File: src/rtl/melody_pkg.sv
// ============================================================================
// Module   : melody_pkg
// Purpose  : Shared constants for the melody sequencer. Contains the score
//            entry field layout, the octave codes, the FSM state encoding,
//            the mid-octave base tone periods (50 MHz clock) and the
//            note/octave to period helper.
// Revision : 1.0  initial release
// ============================================================================
`default_nettype none

package melody_pkg;

    // Score entry layout: [2:0] note, [4:3] octave, [7:5] duration-1 beats
    localparam int c_NOTE_LSB = 0;
    localparam int c_OCT_LSB  = 3;
    localparam int c_DUR_LSB  = 5;

    // Octave codes; OCT_END together with note 0 marks the end of the score
    localparam logic [1:0] c_OCT_LOW  = 2'd0;
    localparam logic [1:0] c_OCT_MID  = 2'd1;
    localparam logic [1:0] c_OCT_HIGH = 2'd2;
    localparam logic [1:0] c_OCT_END  = 2'd3;

    // FSM state encoding
    localparam logic [2:0] c_ST_IDLE    = 3'd0;
    localparam logic [2:0] c_ST_FETCH   = 3'd1;
    localparam logic [2:0] c_ST_DECODE  = 3'd2;
    localparam logic [2:0] c_ST_NOTE    = 3'd3;
    localparam logic [2:0] c_ST_GAP     = 3'd4;
    localparam logic [2:0] c_ST_END_CHK = 3'd5;
    localparam logic [2:0] c_ST_DONE    = 3'd6;

    // Mid-octave base periods in clock cycles
    localparam logic [18:0] c_BASE_DO = 19'd190839;
    localparam logic [18:0] c_BASE_RE = 19'd170067;
    localparam logic [18:0] c_BASE_MI = 19'd151514;
    localparam logic [18:0] c_BASE_FA = 19'd143265;
    localparam logic [18:0] c_BASE_SO = 19'd127550;
    localparam logic [18:0] c_BASE_LA = 19'd113635;
    localparam logic [18:0] c_BASE_XI = 19'd101214;

    // Tone period for a note in a given octave; a rest yields 0.
    // Octave code 3 with a pitched note is played as the mid octave.
    function automatic logic [18:0] note_period(input logic [2:0] note,
                                                input logic [1:0] oct);
        logic [18:0] base;
        logic [18:0] result;
        case (note)
            3'd1:    base = c_BASE_DO;
            3'd2:    base = c_BASE_RE;
            3'd3:    base = c_BASE_MI;
            3'd4:    base = c_BASE_FA;
            3'd5:    base = c_BASE_SO;
            3'd6:    base = c_BASE_LA;
            3'd7:    base = c_BASE_XI;
            default: base = 19'd0;
        endcase
        case (oct)
            c_OCT_LOW:  result = base << 1;
            c_OCT_HIGH: result = base >> 1;
            default:    result = base;
        endcase
        return result;
    endfunction

endpackage

`default_nettype wire

File: src/rtl/melody_rom.sv
// ============================================================================
// Module   : melody_rom
// Purpose  : Synchronous 2^ADDR_W x 8 score ROM with one cycle read latency.
//            Contents come from the SCORE parameter, entry 0 in the least
//            significant byte.
// Ports    : i_clk   clock
//            i_addr  read address
//            o_data  registered entry at i_addr from the previous edge
// Revision : 1.0  initial release
// ============================================================================
`default_nettype none

module melody_rom #(
    parameter int                        ADDR_W = 5,
    parameter logic [(8<<ADDR_W)-1:0]    SCORE  = {(1<<ADDR_W){8'h18}}
) (
    input  logic              i_clk,
    input  logic [ADDR_W-1:0] i_addr,
    output logic [7:0]        o_data
);

    logic [7:0] r_data;

    always_ff @(posedge i_clk) begin
        r_data <= SCORE[i_addr*8 +: 8];
    end

    assign o_data = r_data;

endmodule

`default_nettype wire

File: src/rtl/melody_seq.sv
// ============================================================================
// Module   : melody_seq
// Purpose  : Score sequencer feeding the PWM tone generator. Walks the score
//            ROM, times each note in beats followed by a silent gap, and
//            presents registered period/duty/enable plus a note-start strobe.
// Ports    : i_sysclk, i_sysrst (sync, active high)
//            i_play  level: run score / abort to idle
//            i_loop  sampled at end of score: restart from address 0
//            o_period, o_duty, o_tone_en, o_note_start  tone generator side
//            o_addr, o_busy, o_done                     status
// Revision : 1.0  initial release
// ============================================================================
`default_nettype none

module melody_seq
    import melody_pkg::*;
#(
    parameter logic [24:0]               BEAT_CNT = 25'd24999999,
    parameter logic [21:0]               GAP_CNT  = 22'd2499999,
    parameter int                        ADDR_W   = 5,
    parameter logic [(8<<ADDR_W)-1:0]    SCORE    = {(1<<ADDR_W){8'h18}}
) (
    input  logic              i_sysclk,
    input  logic              i_sysrst,
    input  logic              i_play,
    input  logic              i_loop,
    output logic [18:0]       o_period,
    output logic [17:0]       o_duty,
    output logic              o_tone_en,
    output logic              o_note_start,
    output logic [ADDR_W-1:0] o_addr,
    output logic              o_busy,
    output logic              o_done
);

    logic [2:0]        r_state;
    logic              r_play;
    logic [24:0]       r_beat;      // cycles left in beat, reused for the gap
    logic [2:0]        r_beats;     // beats left after the current one
    logic [18:0]       r_period;
    logic [17:0]       r_duty;
    logic              r_tone_en;
    logic              r_note_start;
    logic [ADDR_W-1:0] r_addr;
    logic              r_busy;
    logic              r_done;

    logic [7:0]        w_entry;
    logic [2:0]        w_note;
    logic [1:0]        w_oct;
    logic [2:0]        w_dur;
    logic [18:0]       w_period;
    logic              w_end;
    logic              w_active;

    melody_rom #(
        .ADDR_W (ADDR_W),
        .SCORE  (SCORE)
    ) u_rom (
        .i_clk  (i_sysclk),
        .i_addr (r_addr),
        .o_data (w_entry)
    );

    assign w_note   = w_entry[c_NOTE_LSB +: 3];
    assign w_oct    = w_entry[c_OCT_LSB  +: 2];
    assign w_dur    = w_entry[c_DUR_LSB  +: 3];
    assign w_period = note_period(w_note, w_oct);
    assign w_end    = (w_note == 3'd0) && (w_oct == c_OCT_END);

    // States in which a low i_play aborts playback
    assign w_active = (r_state == c_ST_FETCH)  || (r_state == c_ST_DECODE) ||
                      (r_state == c_ST_NOTE)   || (r_state == c_ST_GAP)    ||
                      (r_state == c_ST_END_CHK);

    always_ff @(posedge i_sysclk) begin
        if (i_sysrst) begin
            r_state      <= c_ST_IDLE;
            r_play       <= 1'b0;
            r_beat       <= '0;
            r_beats      <= '0;
            r_period     <= '0;
            r_duty       <= '0;
            r_tone_en    <= 1'b0;
            r_note_start <= 1'b0;
            r_addr       <= '0;
            r_busy       <= 1'b0;
            r_done       <= 1'b0;
        end else begin
            r_play       <= i_play;
            r_note_start <= 1'b0;
            if (w_active && !i_play) begin
                r_state   <= c_ST_IDLE;
                r_period  <= '0;
                r_duty    <= '0;
                r_tone_en <= 1'b0;
                r_addr    <= '0;
                r_busy    <= 1'b0;
                r_done    <= 1'b0;
            end else begin
                case (r_state)
                    c_ST_IDLE: begin
                        // Start is taken from the registered copy of i_play,
                        // so FETCH follows one cycle after the request.
                        if (r_play && i_play) begin
                            r_state <= c_ST_FETCH;
                            r_addr  <= '0;
                            r_busy  <= 1'b1;
                        end
                    end
                    c_ST_FETCH: begin
                        r_state <= c_ST_DECODE;
                    end
                    c_ST_DECODE: begin
                        if (w_end) begin
                            r_state <= c_ST_END_CHK;
                        end else begin
                            r_state      <= c_ST_NOTE;
                            r_period     <= w_period;
                            r_duty       <= w_period[18:1];
                            r_tone_en    <= (w_note != 3'd0);
                            r_note_start <= 1'b1;
                            r_beat       <= BEAT_CNT;
                            r_beats      <= w_dur;
                        end
                    end
                    c_ST_NOTE: begin
                        if (r_beat != 25'd0) begin
                            r_beat <= r_beat - 25'd1;
                        end else if (r_beats != 3'd0) begin
                            r_beats <= r_beats - 3'd1;
                            r_beat  <= BEAT_CNT;
                        end else begin
                            r_state   <= c_ST_GAP;
                            r_period  <= '0;
                            r_duty    <= '0;
                            r_tone_en <= 1'b0;
                            r_beat    <= {3'b000, GAP_CNT};
                        end
                    end
                    c_ST_GAP: begin
                        if (r_beat != 25'd0) begin
                            r_beat <= r_beat - 25'd1;
                        end else if (r_addr == {ADDR_W{1'b1}}) begin
                            r_state <= c_ST_END_CHK;
                        end else begin
                            r_state <= c_ST_FETCH;
                            r_addr  <= r_addr + {{(ADDR_W-1){1'b0}}, 1'b1};
                        end
                    end
                    c_ST_END_CHK: begin
                        if (i_loop) begin
                            r_state <= c_ST_FETCH;
                            r_addr  <= '0;
                        end else begin
                            r_state <= c_ST_DONE;
                            r_busy  <= 1'b0;
                            r_done  <= 1'b1;
                        end
                    end
                    c_ST_DONE: begin
                        if (!i_play) begin
                            r_state <= c_ST_IDLE;
                            r_done  <= 1'b0;
                            r_addr  <= '0;
                        end
                    end
                    default: begin
                        r_state <= c_ST_IDLE;
                        r_busy  <= 1'b0;
                        r_done  <= 1'b0;
                    end
                endcase
            end
        end
    end

    assign o_period     = r_period;
    assign o_duty       = r_duty;
    assign o_tone_en    = r_tone_en;
    assign o_note_start = r_note_start;
    assign o_addr       = r_addr;
    assign o_busy       = r_busy;
    assign o_done       = r_done;

endmodule

`default_nettype wire
File: config.mk
export PLATFORM = sky130hd
export DESIGN_NAME = melody_seq
export DESIGN_NICKNAME = d
export VERILOG_FILES = /design/src/rtl/melody_pkg.sv /design/src/rtl/melody_rom.sv /design/src/rtl/melody_seq.sv
export SDC_FILE = /design/constraint.sdc
export NUM_CORES = 1
export LEC_CHECK = 0
export CAP_MARGIN = 40
export CELL_PAD_IN_SITES_DETAIL_PLACEMENT = 1
export CELL_PAD_IN_SITES_GLOBAL_PLACEMENT = 1
export CORE_MARGIN = 5
export CORE_UTILIZATION = 32
export CTS_BUF_LIST = sky130_fd_sc_hd__clkbuf_4 sky130_fd_sc_hd__clkbuf_8
export DETAILED_ROUTE_END_ITERATION = 6
export GPL_TIMING_DRIVEN = 0
export PLACE_DENSITY = 0.8
export SLEW_MARGIN = 15
export SYNTH_ARGS = -nofsm -noshare
export SYNTH_HDL_FRONTEND = slang
export SYNTH_SLANG_ARGS = --single-unit
File: constraint.sdc
create_clock -name i_sysclk -period 7 [get_ports i_sysclk]
set_input_delay 1.05 -clock i_sysclk [delete_from_list [all_inputs] [get_ports i_sysclk]]
set_output_delay 1.05 -clock i_sysclk [all_outputs]
set_load 0.02 [all_outputs]
Word-level counts from Yosys, hierarchy flattened. Index checks and enable logic that the tools add are counted.

Flip-flop bits (word level): 86. Input port bits: 4.

Add/subtract/negate cells: 3. Eq/ne operators: 27. Shifts and indexed selects: 1. Mux-type cells: 45. Bitwise operators: 4. Reductions and logical operators: 28.

Operators by type and width (count): 256-bit by 9-bit variable part select with 8-bit output (first input constant) (1); 18-bit case mux with 7 select lines (1); 25-bit two-way mux (4); 19-bit case mux with 2 select lines (2); 25-bit case mux with 3 select lines (1); 19-bit two-way mux (3); 18-bit two-way mux (3); 18-bit case mux with 2 select lines (1); 3-bit two-way mux (11); 5-bit two-way mux (5); 25-bit nonzero test (1); 25-bit by 1-bit subtractor with 25-bit output (second input constant) (1); 3-bit == test (second input constant) (7); 3-bit case mux with 7 select lines (1); 5-bit case mux with 4 select lines (1); 2-bit != test (second input constant) (9); 3-bit by 2-bit == test with 1-bit output (second input constant) (4); 5-bit AND reduction (2); 5-bit OR reduction (2); 3-bit nonzero test (3); 1-bit two-way mux (8); 4-bit AND reduction (2); 3-bit by 1-bit == test with 1-bit output (second input constant) (2); 3-bit zero test (2); 19 further kinds (31).

Logic depth before layout (Yosys ltp).
Word-level depth: 8. Mapped depth: 9. Gate-level depth less buffers: 7.

Hierarchy. A second synthesis with hierarchy kept.

Cell total of the unflattened synthesis: 544. Area total of the unflattened synthesis: 4107.7 µm².

By module, submodules not included: melody_seq (instances 1, cells each 534, area an instance 4040.1 µm²); melody_rom (instances 1, cells each 10, area an instance 67.6 µm²).

Least setup slack after synthesis. OpenSTA, ideal clock, no wires.

Path type: input-to-reg. Start point: input port i_play. End point: register r_beat[22]. Arrival time: 2.367 ns. Data required time: 6.914 ns. Path slack: 4.547 ns. Stages on the path: 8. Path buffers: 3. Path through: clkbuf_1 inv_1 a21oi_1 o21a_1 buf_2 buf_2 o32ai_1 a211oi_1.

Cells in the longest elaborated chain, start to end: 4.

RTL lines: start: declaration (RTL line melody_seq.sv:25) `input logic i_play,`; 1-bit zero test; 1-bit logical AND (RTL line melody_seq.sv:92) `if (w_active && !i_play) begin`; 1-bit NOT (no source line); 4-bit AND reduction (no source line); end signal: assignment (RTL line melody_seq.sv:129) `r_beat <= r_beat - 25'd1;`; end signal: assignment (RTL line melody_seq.sv:138) `r_beat <= {3'b000, GAP_CNT};`; end signal: assignment (RTL line melody_seq.sv:143) `r_beat <= r_beat - 25'd1;`; end: declaration (RTL line melody_seq.sv:38) `logic [24:0] r_beat;`.

Every way passes these cells. A chain may end at the register's enable or synchronous reset.

Worst setup path in the final report.
Start point: register r_beat[0]. End point: register r_beats[2].

Cells in the longest elaborated chain, start to end: 3.

RTL lines: 25-bit nonzero test (RTL line melody_seq.sv:128) `if (r_beat != 25'd0) begin`; 2-bit != test (no source line); 5-bit AND reduction (no source line); end signal: assignment (RTL line melody_seq.sv:124) `r_beats <= w_dur;`; end signal: assignment (RTL line melody_seq.sv:131) `r_beats <= r_beats - 3'd1;`; end: declaration (RTL line melody_seq.sv:39) `logic [2:0] r_beats;`.

Every way passes these cells.

==> impl_metrics.env <==
export IMPL_status="complete, no violations"
export IMPL_vdd_ir_drop_max_mv=0.1479
export IMPL_place_hpwl_mm=6.021
export IMPL_fin_crit_ns=2.892
export IMPL_clkSlewWorstSetupHoldPaths_ns=0.08
export IMPL_rr_endpoint="r_beats[2]$_SDFFE_PP0P_"
export IMPL_htreeDepth=2
export IMPL_cts_root_buf="clkbuf_8"
export IMPL_grt_max_degree=13
export IMPL_drive_gt1_frac=0.1637
export IMPL_yosysWarnings=0
export IMPL_drc_errors=0
export IMPL_synthFlopType="dfxtp_1"
export IMPL_ctsResizeCount=0
export IMPL_start_util=0.3263
export IMPL_post_route_worst_setup_slack_ns=4.108
export IMPL_hold_class="reg2reg"
export IMPL_cts_buffers=5
export IMPL_wl_per_cell_microns=15.98
export IMPL_nets=399
export IMPL_hold_slack_ns=0.4941
export IMPL_drt_pass1_iterations=4
export IMPL_clockBufferDepth=2
export IMPL_core_area_sq_um=8175
export IMPL_yosysTopAreaCell="dfxtp_1"
export IMPL_vias=2620
export IMPL_cp_max_fo=10
export IMPL_final_cell_mix="39 x buf_4, 39 x conb_1, 39 x dfxtp_1"
export IMPL_core_rowCount=33
export IMPL_cp_arrival_ns=3.12
export IMPL_worst_setup_path_type="reg2reg"
export IMPL_fin_crit_sh=0.4132
export IMPL_crit_buf_inv=1
export IMPL_clkSinkCount=39
export IMPL_grt_overflow=0
export IMPL_relSlewSlack=0.4836
export IMPL_place_area_sq_um=3037
export IMPL_synth_area_sq_um=2668
export IMPL_grt_pass1_wl_mm=13.44
export IMPL_die_x_microns=101.3
export IMPL_grtUsageTotal=0.1635
export IMPL_dpl_cell_count=488
export IMPL_min_from="r_beat[8]$_SDFFE_PP0P_"
export IMPL_antenna_cells=0
export IMPL_startpoint_type="flip-flop"
export IMPL_utilization=0.3881
export IMPL_antenna_found_initial=0
export IMPL_worstSetupEndpointType="flip-flop"
export IMPL_tns_ns=0
export IMPL_die_area_sq_um=10260
export IMPL_whs_endpoint="r_beat[8]$_SDFFE_PP0P_"
export IMPL_postCtsHoldBufs=0
export IMPL_grt_pass1_vias=2662
export IMPL_wl_met1_mm=3.471
export IMPL_wl_met2_mm=3.938
export IMPL_hold_viol_final=0
export IMPL_cp_top_family="simple AND/OR/NAND/NOR gates"
export IMPL_synth_top_area_share=0.2927
export IMPL_netlist_instances=336
export IMPL_drtIter0Drc=127
export IMPL_final_area_sq_um=3173
export IMPL_die_h_microns=101.3
export IMPL_holdPathStages=2
export IMPL_synth_edf_count=0
export IMPL_r2r_start="r_beat[0]$_SDFFE_PP0P_"
export IMPL_worst_slew_pin_slew_ns=0.7746
export IMPL_vias_per_cell=5.282
export IMPL_synthDistinctLibCells=60
export IMPL_finalSetupViolations=0
export IMPL_portBuffers=9
export IMPL_final_cells=496
export IMPL_pwr_density_cell_nw_per_um2=402.7
export IMPL_routed_wl_mm=7.927
export IMPL_seq_area_frac_synth=0.2927
export IMPL_reg2reg_depth=7
export IMPL_skew_ns=0.01023
export IMPL_critPathSlowestCell="nor4b_1"
export IMPL_slew_viol_final=0
export IMPL_place_gp_congestion=0.8340
export IMPL_p_leak_nw=1.311
export IMPL_final_antenna_net_count=0
export IMPL_post_cts_setup_buffer_count=0
export IMPL_synthArstFlopShare=0
export IMPL_max_freq_mhz=345.8
export IMPL_rsz0062_at_grt="false"
export IMPL_power_mw=1.278
export IMPL_pre_cts_ws_ns=4.005
export IMPL_rrSetupSlack_ns=4.11
export IMPL_met3_length_microns=371
export IMPL_crit_path_cell_trace="inv_1, ha_1, nor4b_1, nand4_2, or3_1, or4_1, a21oi_1"
export IMPL_required_ns=7.22
export IMPL_boundaryPins=50
export IMPL_ys_ff_latch=39
export IMPL_maxCapViolCount=0
export IMPL_cts_tree="yes"
export IMPL_clk_latency_ns=0.30
export IMPL_avgSynthCellArea_sq_um=7.939
export IMPL_synth_area_leaders="dfxtp_1 29%, buf_4 11%, o21ai_0 4.3%"
export IMPL_cpPeakStageDelay_ns=0.60
export IMPL_area_growth_pct=18.95
export IMPL_top_layer_used="met4"
## final cells by class
type | instances | area (sq um)
Multi-Input combinational cell | 268 | 1623
Sequential cell | 39 | 780.7
Fill cell | 1029 | 5002
Buffer | 56 | 370.4
Clock buffer | 6 | 76.32
Clock inverter | 2 | 60.06
Timing Repair Buffer | 9 | 90.09
Tap cell | 105 | 131.4
Inverter | 11 | 41.29
## worst register-to-register path: cells and delay by family, from the launching register on
| family | cells | cell delay (ns) |
|---|---|---|
| buffers and inverters | 1 | 0.07 |
| AO/OA/AOI/OAI | 1 | 0.15 |
| flip-flops | 1 | 0.35 |
| adder cells (fa/ha/maj) | 1 | 0.23 |
| AND/OR/NAND/NOR | 4 | 2.02 |
## cell usage after synthesis (all sizes together) (3+ instances only)
cell type  instances
nor3b              3
nor4              11
clkbuf            10
and3               8
a21oi             20
nor3              14
nor2              28
nand2             11
a31oi             10
o21ai             24
inv               11
dfxtp             39
o21a               4
a311oi             6
a211oi            13
and4               3
nand4              6
or3                7
nand3              8
o31ai              3
or4                8
ha                 5
buf               46
## power breakdown
part           switching [mW]  internal [mW]  leakage (nW)
Combinational           0.479          0.252         0.926
Clock                  0.0860          0.146        0.0688
Sequential             0.0529          0.262         0.316
Total                   0.618          0.660          1.31
## cell families (layout without fill, tap and decap cells)
kind of cell | after synthesis | after routing | share of synthesized area
fa+ha+maj | 5 | 5 | 0.02345
other cells | 1 | 39 | 0.001406
compound gates | 97 | 97 | 0.2467
mux | 2 | 2 | 0.007505
xor+xnor | 2 | 2 | 0.006568
buf+inv | 67 | 84 | 0.1543
simple gates | 123 | 123 | 0.2674
flops | 39 | 39 | 0.2927
## sequential cells by signal, summed over array words and instances (netlist names)
| name | flops |
|---|---|
| o_done | 1 |
| r_state | 3 |
| r_play | 1 |
| r_beat | 25 |
| o_busy | 1 |
| r_beats | 3 |
| o_addr | 5 |
## worst max path at each step
stage	startpoint	endpoint	slack (ns)	cells past startpoint
floorplan	i_play	r_beat[22]$_SDFFE_PP0P_	4.55	8
global placement	r_state[2]$_SDFFE_PP0P_	r_beat[17]$_SDFFE_PP0P_	3.95	5
detailed placement	i_play	r_beat[22]$_SDFFE_PP0P_	4.00	8
CTS	r_beat[0]$_SDFFE_PP0P_	r_beats[2]$_SDFFE_PP0P_	4.11	7
global route	r_beat[0]$_SDFFE_PP0P_	r_beats[2]$_SDFFE_PP0P_	3.89	7
finish	r_beat[0]$_SDFFE_PP0P_	r_beats[2]$_SDFFE_PP0P_	4.11	7
## metal layers
layer  vias up  GRT usage
met5         -          0
met4         0    0.05215
met3        13    0.03099
met2        49     0.2807
met1      1247     0.2061
li1       1311          -
Note: power is estimated with default switching activity, not from simulation.
